==> config.mk <==
export PLATFORM = sky130hd
export DESIGN_NAME = risc_muldiv_unit
export DESIGN_NICKNAME = d
export VERILOG_FILES = /design/src/rtl/risc_muldiv_unit.sv
export SDC_FILE = /design/constraint.sdc
export NUM_CORES = 1
export LEC_CHECK = 0
export CAP_MARGIN = 10
export CORE_MARGIN = 4
export CORE_UTILIZATION = 25
export CTS_CLUSTER_SIZE = 8
export DETAILED_ROUTE_END_ITERATION = 16
export GPL_TIMING_DRIVEN = 1
export SETUP_SLACK_MARGIN = 0.4
export SYNTH_ARGS = -nofsm -noshare
export SYNTH_HDL_FRONTEND = slang
export SYNTH_SLANG_ARGS = --single-unit
==> constraint.sdc <==
create_clock -name clk -period 14.2 [get_ports clk]
set_clock_uncertainty 0.15 [all_clocks]
set_input_delay 2.84 -clock clk [delete_from_list [all_inputs] [get_ports clk]]
set_output_delay 2.84 -clock clk [all_outputs]
set_load 0.005 [all_outputs]
==> src/rtl/risc_muldiv_unit.sv <==
// RV32M multiply/divide unit: 32-cycle shift-add multiply and restoring divide on
// operand magnitudes, sign fixed up at writeback; divide-by-zero/overflow bypass to DONE.
module risc_muldiv_unit (
  input  logic        clk,
  input  logic        rset_lg,
  input  logic        start,
  input  logic [2:0]  funct3,
  input  logic [31:0] op_a,
  input  logic [31:0] op_b,
  input  logic [4:0]  rd_in,
  output logic        busy,
  output logic        done,
  output logic        wb_we,
  output logic [31:0] wb_wd,
  output logic [4:0]  wb_addr,
  output logic [1:0]  o_dbg_state
);

  typedef enum logic [1:0] {S_IDLE, S_MUL, S_DIV, S_DONE} state_t;

  state_t      r_state, w_next;
  logic [2:0]  r_f3;
  logic [4:0]  r_rd;
  logic [4:0]  r_cnt;
  logic        r_neg;
  logic        r_spec;
  logic [31:0] r_spec_val;
  logic [63:0] r_mcand;
  logic [31:0] r_mplier;
  logic [63:0] r_prod;
  logic [31:0] r_quot;
  logic [31:0] r_rem;
  logic [31:0] r_dvsr;

  logic        w_a_sgn, w_b_sgn, w_a_neg, w_b_neg;
  logic [31:0] w_a_mag, w_b_mag, w_spec_val;
  logic        w_div0, w_ovf, w_neg_in;
  logic [32:0] w_trial;
  logic [63:0] w_prod_s;
  logic [31:0] w_quot_s, w_rem_s, w_result;

  // Signedness per op: DIV/REM signed, DIVU/REMU unsigned; MULHSU has only a signed.
  assign w_a_sgn    = funct3[2] ? ~funct3[0] : (funct3[1:0] != 2'b11);
  assign w_b_sgn    = funct3[2] ? ~funct3[0] : ~funct3[1];
  assign w_a_neg    = w_a_sgn & op_a[31];
  assign w_b_neg    = w_b_sgn & op_b[31];
  assign w_a_mag    = w_a_neg ? (~op_a + 32'd1) : op_a;
  assign w_b_mag    = w_b_neg ? (~op_b + 32'd1) : op_b;
  assign w_div0     = funct3[2] & (op_b == 32'd0);
  assign w_ovf      = funct3[2] & ~funct3[0] & (op_a == 32'h8000_0000) & (op_b == 32'hFFFF_FFFF);
  assign w_spec_val = w_div0 ? (funct3[1] ? op_a : 32'hFFFF_FFFF)
                             : (funct3[1] ? 32'd0 : 32'h8000_0000);
  // Remainder follows the dividend's sign; quotient and product use the XOR.
  assign w_neg_in   = (funct3[2] & funct3[1]) ? w_a_neg : (w_a_neg ^ w_b_neg);

  assign w_trial = {r_rem, r_quot[31]} - {1'b0, r_dvsr};

  always_ff @(posedge clk or posedge rset_lg) begin
    if (rset_lg) r_state <= S_IDLE;
    else         r_state <= w_next;
  end

  always_comb begin
    w_next = r_state;
    case (r_state)
      S_IDLE: begin
        if (start) begin
          if (w_div0 || w_ovf) w_next = S_DONE;
          else if (funct3[2])  w_next = S_DIV;
          else                 w_next = S_MUL;
        end
      end
      S_MUL:   if (r_cnt == 5'd31) w_next = S_DONE;
      S_DIV:   if (r_cnt == 5'd31) w_next = S_DONE;
      S_DONE:  w_next = S_IDLE;
      default: w_next = S_IDLE;
    endcase
  end

  always_ff @(posedge clk or posedge rset_lg) begin
    if (rset_lg) begin
      r_f3       <= 3'd0;
      r_rd       <= 5'd0;
      r_cnt      <= 5'd0;
      r_neg      <= 1'b0;
      r_spec     <= 1'b0;
      r_spec_val <= 32'd0;
      r_mcand    <= 64'd0;
      r_mplier   <= 32'd0;
      r_prod     <= 64'd0;
      r_quot     <= 32'd0;
      r_rem      <= 32'd0;
      r_dvsr     <= 32'd0;
    end else begin
      case (r_state)
        S_IDLE: begin
          if (start) begin
            r_f3       <= funct3;
            r_rd       <= rd_in;
            r_cnt      <= 5'd0;
            r_neg      <= w_neg_in;
            r_spec     <= w_div0 | w_ovf;
            r_spec_val <= w_spec_val;
            r_mcand    <= {32'd0, w_a_mag};
            r_mplier   <= w_b_mag;
            r_prod     <= 64'd0;
            r_quot     <= w_a_mag;
            r_rem      <= 32'd0;
            r_dvsr     <= w_b_mag;
          end
        end
        S_MUL: begin
          if (r_mplier[0]) r_prod <= r_prod + r_mcand;
          r_mcand  <= {r_mcand[62:0], 1'b0};
          r_mplier <= {1'b0, r_mplier[31:1]};
          r_cnt    <= r_cnt + 5'd1;
        end
        S_DIV: begin
          // Dividend bits shift out of r_quot's top while quotient bits shift in below.
          if (!w_trial[32]) begin
            r_rem  <= w_trial[31:0];
            r_quot <= {r_quot[30:0], 1'b1};
          end else begin
            r_rem  <= {r_rem[30:0], r_quot[31]};
            r_quot <= {r_quot[30:0], 1'b0};
          end
          r_cnt <= r_cnt + 5'd1;
        end
        default: ;
      endcase
    end
  end

  assign w_prod_s = r_neg ? (~r_prod + 64'd1) : r_prod;
  assign w_quot_s = r_neg ? (~r_quot + 32'd1) : r_quot;
  assign w_rem_s  = r_neg ? (~r_rem + 32'd1) : r_rem;

  always_comb begin
    w_result = 32'd0;
    if (r_spec)                 w_result = r_spec_val;
    else if (r_f3[2])           w_result = r_f3[1] ? w_rem_s : w_quot_s;
    else if (r_f3[1:0] == 2'd0) w_result = w_prod_s[31:0];
    else                        w_result = w_prod_s[63:32];
  end

  assign busy        = (r_state != S_IDLE);
  assign done        = (r_state == S_DONE);
  assign wb_we       = done & (r_rd != 5'd0);
  assign wb_wd       = done ? w_result : 32'd0;
  assign wb_addr     = done ? r_rd : 5'd0;
  assign o_dbg_state = r_state;

endmodule

# Word-level counts from Yosys, hierarchy flattened
# Cells that the tools add are included.
[totals] register_bits=305 input_bits=75 output_inout_bits=42
[classes] addsub=8 eq_ne=10 muxes=37 n_bitwise=17 n_reduce_logical=16
[ops] cell="32-bit two-way mux" count=16
[ops] cell="64-bit two-way mux" count=4
[ops] cell="64-bit case mux with 2 select lines" count=2
[ops] cell="32-bit case mux with 2 select lines" count=3
[ops] cell="32-bit by 1-bit adder with 32-bit output (second input constant)" count=4
[ops] cell="32-bit inverter" count=4
[ops] cell="64-bit by 1-bit adder with 64-bit output (second input constant)" count=1
[ops] cell="64-bit adder" count=1
[ops] cell="32-bit equality test (second input constant)" count=2
[ops] cell="64-bit inverter" count=1
[ops] cell="33-bit by 32-bit subtractor with 33-bit output" count=1
[ops] cell="32-bit logical NOT" count=1
[ops] cell="5-bit two-way mux" count=2
[ops] cell="5-bit case mux with 2 select lines" count=1
[ops] cell="2-bit AND reduction" count=5
[ops] cell="1-bit bitwise AND" count=8
[ops] cell="2-bit two-way mux" count=4
[ops] cell="2-bit nonzero test" count=4
[ops] cell="2-bit inequality test (second input constant)" count=3
[ops] cell="2-bit case mux with 3 select lines" count=1
[ops] cell="5-bit by 1-bit adder with 5-bit output (second input constant)" count=1
[ops] cell="5-bit equality test (second input constant)" count=1
[ops] cell="5-bit nonzero test" count=1
[ops] cell="2-bit equality test (second input constant)" count=2
[ops] cell="10 further kinds" count=15

# Depth between registers and ports, before layout
# Gate-level depths: netlist of the first run.
[depth] depth_word=8 ltp_mapped=15 mapped_depth_nobuf=13

# Worst setup path before layout of the first run
# OpenSTA, ideal clock, no wires.
[synth_path] path_kind="register to output" from="reg r_prod[11]" to="out wb_wd[31]" t_arrival_ps=3045 required_time_ps=11210 setup_slack_ps=8165 stages_incl_launch_ff=11 n_path_buf=0 path_cell_list="dfrtp_1 > nor4_2 > nand4_1 > nor4_2 > nand4_1 > or2_2 > or4_1 > and3_1 > o21ai_1 > a21oi_1 > o31ai_1"
[synth_between] elab_chain_len=7
[synth_lines] item="start, declared" line="30" text="logic [63:0] r_prod;"
[synth_lines] item="start signal, assigned" line="113" text="if (r_mplier[0]) r_prod <= r_prod + r_mcand;"
[synth_lines] item="64-bit inverter" line="134" text="assign w_prod_s = r_neg ? (~r_prod + 64'd1) : r_prod;"
[synth_lines] item="64-bit by 1-bit adder with 64-bit output" line="134"
[synth_lines] item="64-bit two-way mux" line="134"
[synth_lines] item="32-bit two-way mux" line="142" text="else if (r_f3[1:0] == 2'd0) w_result = w_prod_s[31:0];"
[synth_lines] item="32-bit two-way mux" line="141" text="else if (r_f3[2]) w_result = r_f3[1] ? w_rem_s : w_quot_s;"
[synth_lines] item="32-bit two-way mux" line="140" text="if (r_spec) w_result = r_spec_val;"
[synth_lines] item="32-bit two-way mux" line="149" text="assign wb_wd = done ? w_result : 32'd0;"
[synth_lines] item="end, declared" line="14" text="output logic [31:0] wb_wd,"
# No other way between the ends.

# Worst setup path in the final report of the first run
[layout_path] from="reg r_prod[7]" to="out wb_wd[10]"
# The elaborated chain is that of the path after synthesis.

==> impl_metrics.tcl, run 1 <==
set metrics [dict create \
    cts_sinks 305 \
    pin_count 117 \
    synth_seq_cells 305 \
    avgSynthCellArea_um2 8.114 \
    drt_first_pass_iters 7 \
    gr-usage-all-layers_pct 16.08 \
    synth_area_um2 23230 \
    clk_pin_slew_worst_paths_ns 0.05 \
    port_buffers 116 \
    p_int_mw 3.247 \
    antenna_found_initial 7 \
    switchingPower_mw 3.244 \
    synthTopCellsByArea "dfrtp_1 (33%), o21ai_0 (6.5%), nand2_1 (6.2%), ha_1 (5.8%), xnor2_1 (5.4%)" \
    post-route-min-period_ns 8.075 \
    clk_latency_ns 0.60 \
    grt_max_degree 120 \
    crit_path_max_fanout 8 \
    fin_total_pwr_mw 6.491 \
    numCtsBuffers 45 \
    slew_violations 0 \
    required_ns 11.21 \
    whs_ns 0.3239 \
    route.vias.total 21840 \
    setup_tns_ns 0 \
    antenna_left 0 \
    drc_errors 0 \
    hold_start "r_dvsr[29]" \
    std_cell_rows 111 \
    place_congestion 0.9357 \
    rrSetupSlack_ns 9.35 \
    via_per_inst 5.274 \
    p_leak_nw 11.46 \
    status "complete, no violations" \
    setup_viol 0 \
    max_freq_mhz 123.8 \
    combPwrFrac_pct 61.0 \
    core_um2 91940 \
    cts_buffer_depth 3 \
    max_cap_violations 0 \
    hpwl_mm 61.50 \
    critPathKind "reg -> out" \
    seq_power_share_pct 23.4 \
    finalHoldViolations 0 \
    grt-ovfl-total 0 \
    synthArstFlopShare_pct 100.0 \
    die_h_um 312.8 \
    yosys_warnings 0 \
    yosysTopAreaCellShare_pct 32.86 \
    drt_iter0_drc 2294 \
    h-tree-depth 2 \
    die_x_um 312.8 \
    worstReg2RegEnd "r_prod[63]" \
    synth_nets 3047 \
    switching_share_pct 49.98 \
    slew_headroom_pct 21.62 \
    initial_utilization_pct 25.27 \
    routed_wl_mm 82.08 \
    grt_pass1_wl_mm 125.0 \
    synth.yosys.seq_area_share_pct 32.86 \
    rr_startpoint "r_prod[2]" \
    yosys-top-cells-count "nand2_1 (383), dfrtp_1 (305), o21ai_0 (300)" \
    die_area_um2 97860 \
    nets 3067 \
    powerDensity_nw_per_um2 241.8 \
    worstMarginPinSlew_ns 1.174 \
    timing.final.crit_share_pct 56.87 \
    ctsResizeCount 0 \
    root_buffer "clkbuf_16" \
    min_to "r_dvsr[29]" \
    worstHoldPathType "reg -> reg" \
    drive_gt1_share_pct 4.354 \
    hold_buffers 0 \
    yosysMostFrequentCell "nand2_1" \
    synth_top_cell_by_area "dfrtp_1" \
    ir_drop_mv 0.1752 \
    r2r_cells 11 \
    synth_cells 2863 \
    syn2layout_area_growth_pct 15.57 \
    synth-main-ff-cell "dfrtp_1" \
    critPathLaunchType "flip-flop" \
    clockPowerShare_pct 15.6 \
    wire_per_inst_um 19.82 \
    cts_setup_buffers 0 \
    synth-edff-count 0 \
    cts_tree "done" \
    hold_depth 2 \
    cp-end-kind "output port" \
    ys_types 76 \
    arrival_ns 5.09 \
    grt_pass1_vias 20440 \
    rsz0062_at_grt "false" \
]
[per-layer routing]
layer	vias up	track usage (%)	wire length, um
met4	2	3.095	1329
met3	94	4.132	7805
met5	-	0	13
met1	10580	23.50	38240
met2	797	23.94	34690
li1	10370	-	-
[area by class of cell]
type                    count  area, um2
inverters                  86      332.8
repair buffers            143       1364
diodes                      5      12.51
clock inverters             3      43.79
well taps                1243       1555
clock buffers              55       1215
flip-flops and latches    305       7637
fillers                  9943      65090
multi-input cells        2302      14690
[worst max-delay path, stage by stage, from the launching register on]
cell and delay, ns:
dfrtp_1 0.43, nor4_1 0.41, nand4_1 0.38, nor4_1 0.83, nand2_1 0.27, or3_1 0.49
o31ai_1 0.26, xor2_1 0.19, a211o_1 0.36, a31oi_1 0.20, clkdlybuf4s50_1 0.68
[power groups by stage]
stage / combinational (mW) / clock, mW / sequential (mW)
after global routing: 4.34 / 1.06 / 1.56
after CTS: 3.91 / 1.04 / 1.51
after detailed placement: 3.89 / 0 / 1.52
final: 3.96 / 1.02 / 1.52
after global placement: 3.87 / 0 / 1.52
after floorplan: 2.83 / 0 / 1.38
[kinds of logic (layout without fill, tap and decap cells)]
group           Yosys count  in the layout  share of synthesized area, %
compound gates          946            946                         25.40
mux                      89             89                         3.900
xor+xnor                255            255                         9.614
buf+inv                 256            287                         4.234
simple gates            903            903                         18.06
fa+ha+maj               109            109                         5.936
other cells               0              5                             0
flops                   305            305                         32.86
[cells in the final DEF (no fill, tap or decap), types with 40 or more instances in the layout]
cell	count
inv_1	83
clkbuf_16	46
mux2i_1	86
a21oi_1	221
nor2_1	192
xor2_1	111
nand2_1	382
xnor2_1	142
clkdlybuf4s50_1	116
a21o_1	61
nand4_1	40
o31ai_1	61
nand3_1	76
ha_1	106
o21ai_0	298
dfrtp_1	303
[flip-flops by register name, summed over array words and instances, names as in the netlist]
register,flops
o_dbg_state,2
r_f3,3
r_cnt,5
r_rd,5
r_mcand,64
r_quot,32
r_dvsr,32
r_spec,1
r_rem,32
r_neg,1
r_mplier,32
r_spec_val,32
r_prod,64
[stage by stage]
| stage | instances | area, um2 | utilization (%) | setup slack (ns) |
|---|---|---|---|---|
| after floorplan | 2863 | 23230 | - | 2.779 |
| after global placement | 4079 | 25580 | 27.82 | 6.736 |
| after detailed placement | 4079 | 25580 | 27.82 | 6.783 |
| after CTS | 4137 | 26830 | 29.19 | 6.167 |
| after global routing | 4137 | 26830 | 29.19 | 5.907 |
| final | 4142 | 26850 | 29.20 | 6.125 |
[how the worst max path moves through the flow]
stage / startpoint / to / slack [ns]
5_1_grt: r_prod[11] / wb_wd[31] / 5.91
6_report: r_prod[7] / wb_wd[10] / 6.12
2_1_floorplan: rset_lg / o_dbg_state[0] / 2.78
4_1_cts: r_prod[11] / wb_wd[31] / 6.17
3_3_place_gp: r_prod[7] / wb_wd[31] / 6.74
3_5_place_dp: r_prod[11] / wb_wd[31] / 6.78
(Power assumes the default switching activity.)
==> inputs of run 2 (changes only) <==
clock period = 8.3 ns   (was 14.2 ns; I/O delays follow)
==> run 2 against run 1 <==
Combinational power is 71% higher. Sequential power rose by 73%. Sequential share of layout area barely moved. Total power is 71% higher. Count of clock-buffer cells in the layout is 2 lower. Sequential cell count stayed put. First-iteration DRC count shrank 7.8%. Highest routed layer unchanged.
==> impl_metrics.tcl, run 2 (synthesis results as in run 1) <==
set metrics [dict create \
    top_regs "r_mcand: 64 flops, r_prod: 64 flops" \
    status "complete, no violations" \
    clk_latency_ns 0.60 \
    dp.cells 4082 \
    std_cell_rows 111 \
    drt_iter0_drc 2114 \
    critPathKind "reg -> out" \
    layout_commonest_cell "nand2_1" \
    cts_setup_buffers 0 \
    max_freq_mhz 138.0 \
    core_um2 91940 \
    antenna_left 0 \
    stdcell_area_um2 26810 \
    setup_tns_ns 0 \
    powerDensity_nw_per_um2 413.1 \
    drive_gt1_share_pct 4.418 \
    via_per_inst 5.281 \
    final_cells 4142 \
    hold_buffers 0 \
    worstMarginPinSlew_ns 1.143 \
    antenna_found_initial 5 \
    ctsResizeCount 0 \
    finalHoldViolations 0 \
    slew_violations 0 \
    die_area_um2 97860 \
    cts_tree "done" \
    crit_path_max_fanout 8 \
    routed_wl_mm 80.87 \
    p_leak_nw 11.44 \
    cp-end-kind "output port" \
    hpwl_mm 61.20 \
    wire_per_inst_um 19.52 \
    route.vias.total 21870 \
    rsz0062_at_grt "false" \
    gr-usage-all-layers_pct 15.97 \
    placed_area_um2 25610 \
    dp_slack_ns 1.931 \
    drc_errors 0 \
    slew_headroom_pct 23.82 \
    max_cap_violations 0 \
    post-route-min-period_ns 7.247 \
    cts_buffer_depth 3 \
    grt_pass1_wl_mm 124.0 \
    mostFrequentLayoutCells "nand2_1 (382), dfrtp_1 (303), o21ai_0 (298), a21oi_1 (221), nor2_1 (192)" \
    die_h_um 312.8 \
    grt_max_degree 130 \
    syn2layout_area_growth_pct 15.43 \
    cts_sinks 305 \
    numCtsBuffers 45 \
    port_buffers 116 \
    arrival_ns 5.44 \
    grt-ovfl-total 0 \
    timing.final.crit_share_pct 87.31 \
    setup_viol 0 \
    postLayoutSetupSlackWorst_ns 1.053 \
    critPathLaunchType "flip-flop" \
    die_x_um 312.8 \
    clk_pin_slew_worst_paths_ns 0.05 \
    initial_utilization_pct 25.27 \
    grt_pass1_vias 20490 \
    worstHoldPathType "reg -> reg" \
    ir_drop_mv 0.2119 \
    final_util_pct 29.16 \
    required_ns 6.49 \
    nFillCells 9968 \
    pin_count 117 \
    nets 3071 \
    place_congestion 0.9507 \
    h-tree-depth 2 \
    drt_first_pass_iters 6 \
    root_buffer "clkbuf_16" \
]
-- run 2: worst max-delay path, cell delays in order, from the launching register on --
cell and delay (ns):
dfrtp_1 0.46, nor4_1 0.39, nand4_1 0.41, nor4_1 0.93, nand2_1 0.29, or3_1 0.49, o31ai_1 0.27, xor2_1 0.20
a211o_1 0.36, a31oi_1 0.43, clkdlybuf4s50_1 0.62
-- run 2: power by group --
| part | switching [mW] | internal, mW | total [mW] |
|---|---|---|---|
| registers | 0.636 | 1.99 | 2.63 |
| logic | 4.22 | 2.56 | 6.78 |
| clock network | 0.696 | 0.973 | 1.67 |
-- run 2: stage by stage --
step	hold slack, ns	total power [mW]
6_report	0.3280	11.08
5_1_grt	0.3377	11.93
4_1_cts	0.3258	11.02
3_5_place_dp	0.3147	9.287
3_3_place_gp	0.3070	9.237
2_1_floorplan	0.2937	7.205
-- run 2: final cells by class --
cell class | instances | area (um2) | share of cell area (%)
sequential | 305 | 7637 | 28.48
inverter | 86 | 329.1 | 1.227
clock inverter | 4 | 30.03 | 0.1120
antenna | 2 | 5.005 | 0.01867
timing repair buffer | 147 | 1404 | 5.236
tap | 1243 | 1555 | 5.800
clock buffer | 53 | 1166 | 4.349
multi-input combinational | 2302 | 14690 | 54.77
-- run 2: path summary, 6_finish.rpt --
kind / from / end / slack (ns) / cells past startpoint
max in group asynchronous: rset_lg / r_f3[1] / 5.30 / 3
min in group asynchronous: rset_lg / r_prod[42] / 1.43 / 2
setup reg to reg: r_prod[2] / r_prod[63] / 3.31 / 11
setup / recovery: r_prod[9] / wb_wd[10] / 1.05 / 10
hold reg to reg: r_mplier[21] / r_mplier[21] / 0.33 / 1
hold / removal: r_mplier[21] / r_mplier[21] / 0.33 / 1
-- run 2: per-layer routing --
layer | GRT usage (%) | wire length (um) | up-vias
met1 | 22.89 | 36510 | 10550
met3 | 4.965 | 8657 | 123
li1 | - | - | 10370
met5 | 1.532 | 216 | -
met4 | 4.109 | 1825 | 6
met2 | 23.03 | 33660 | 831
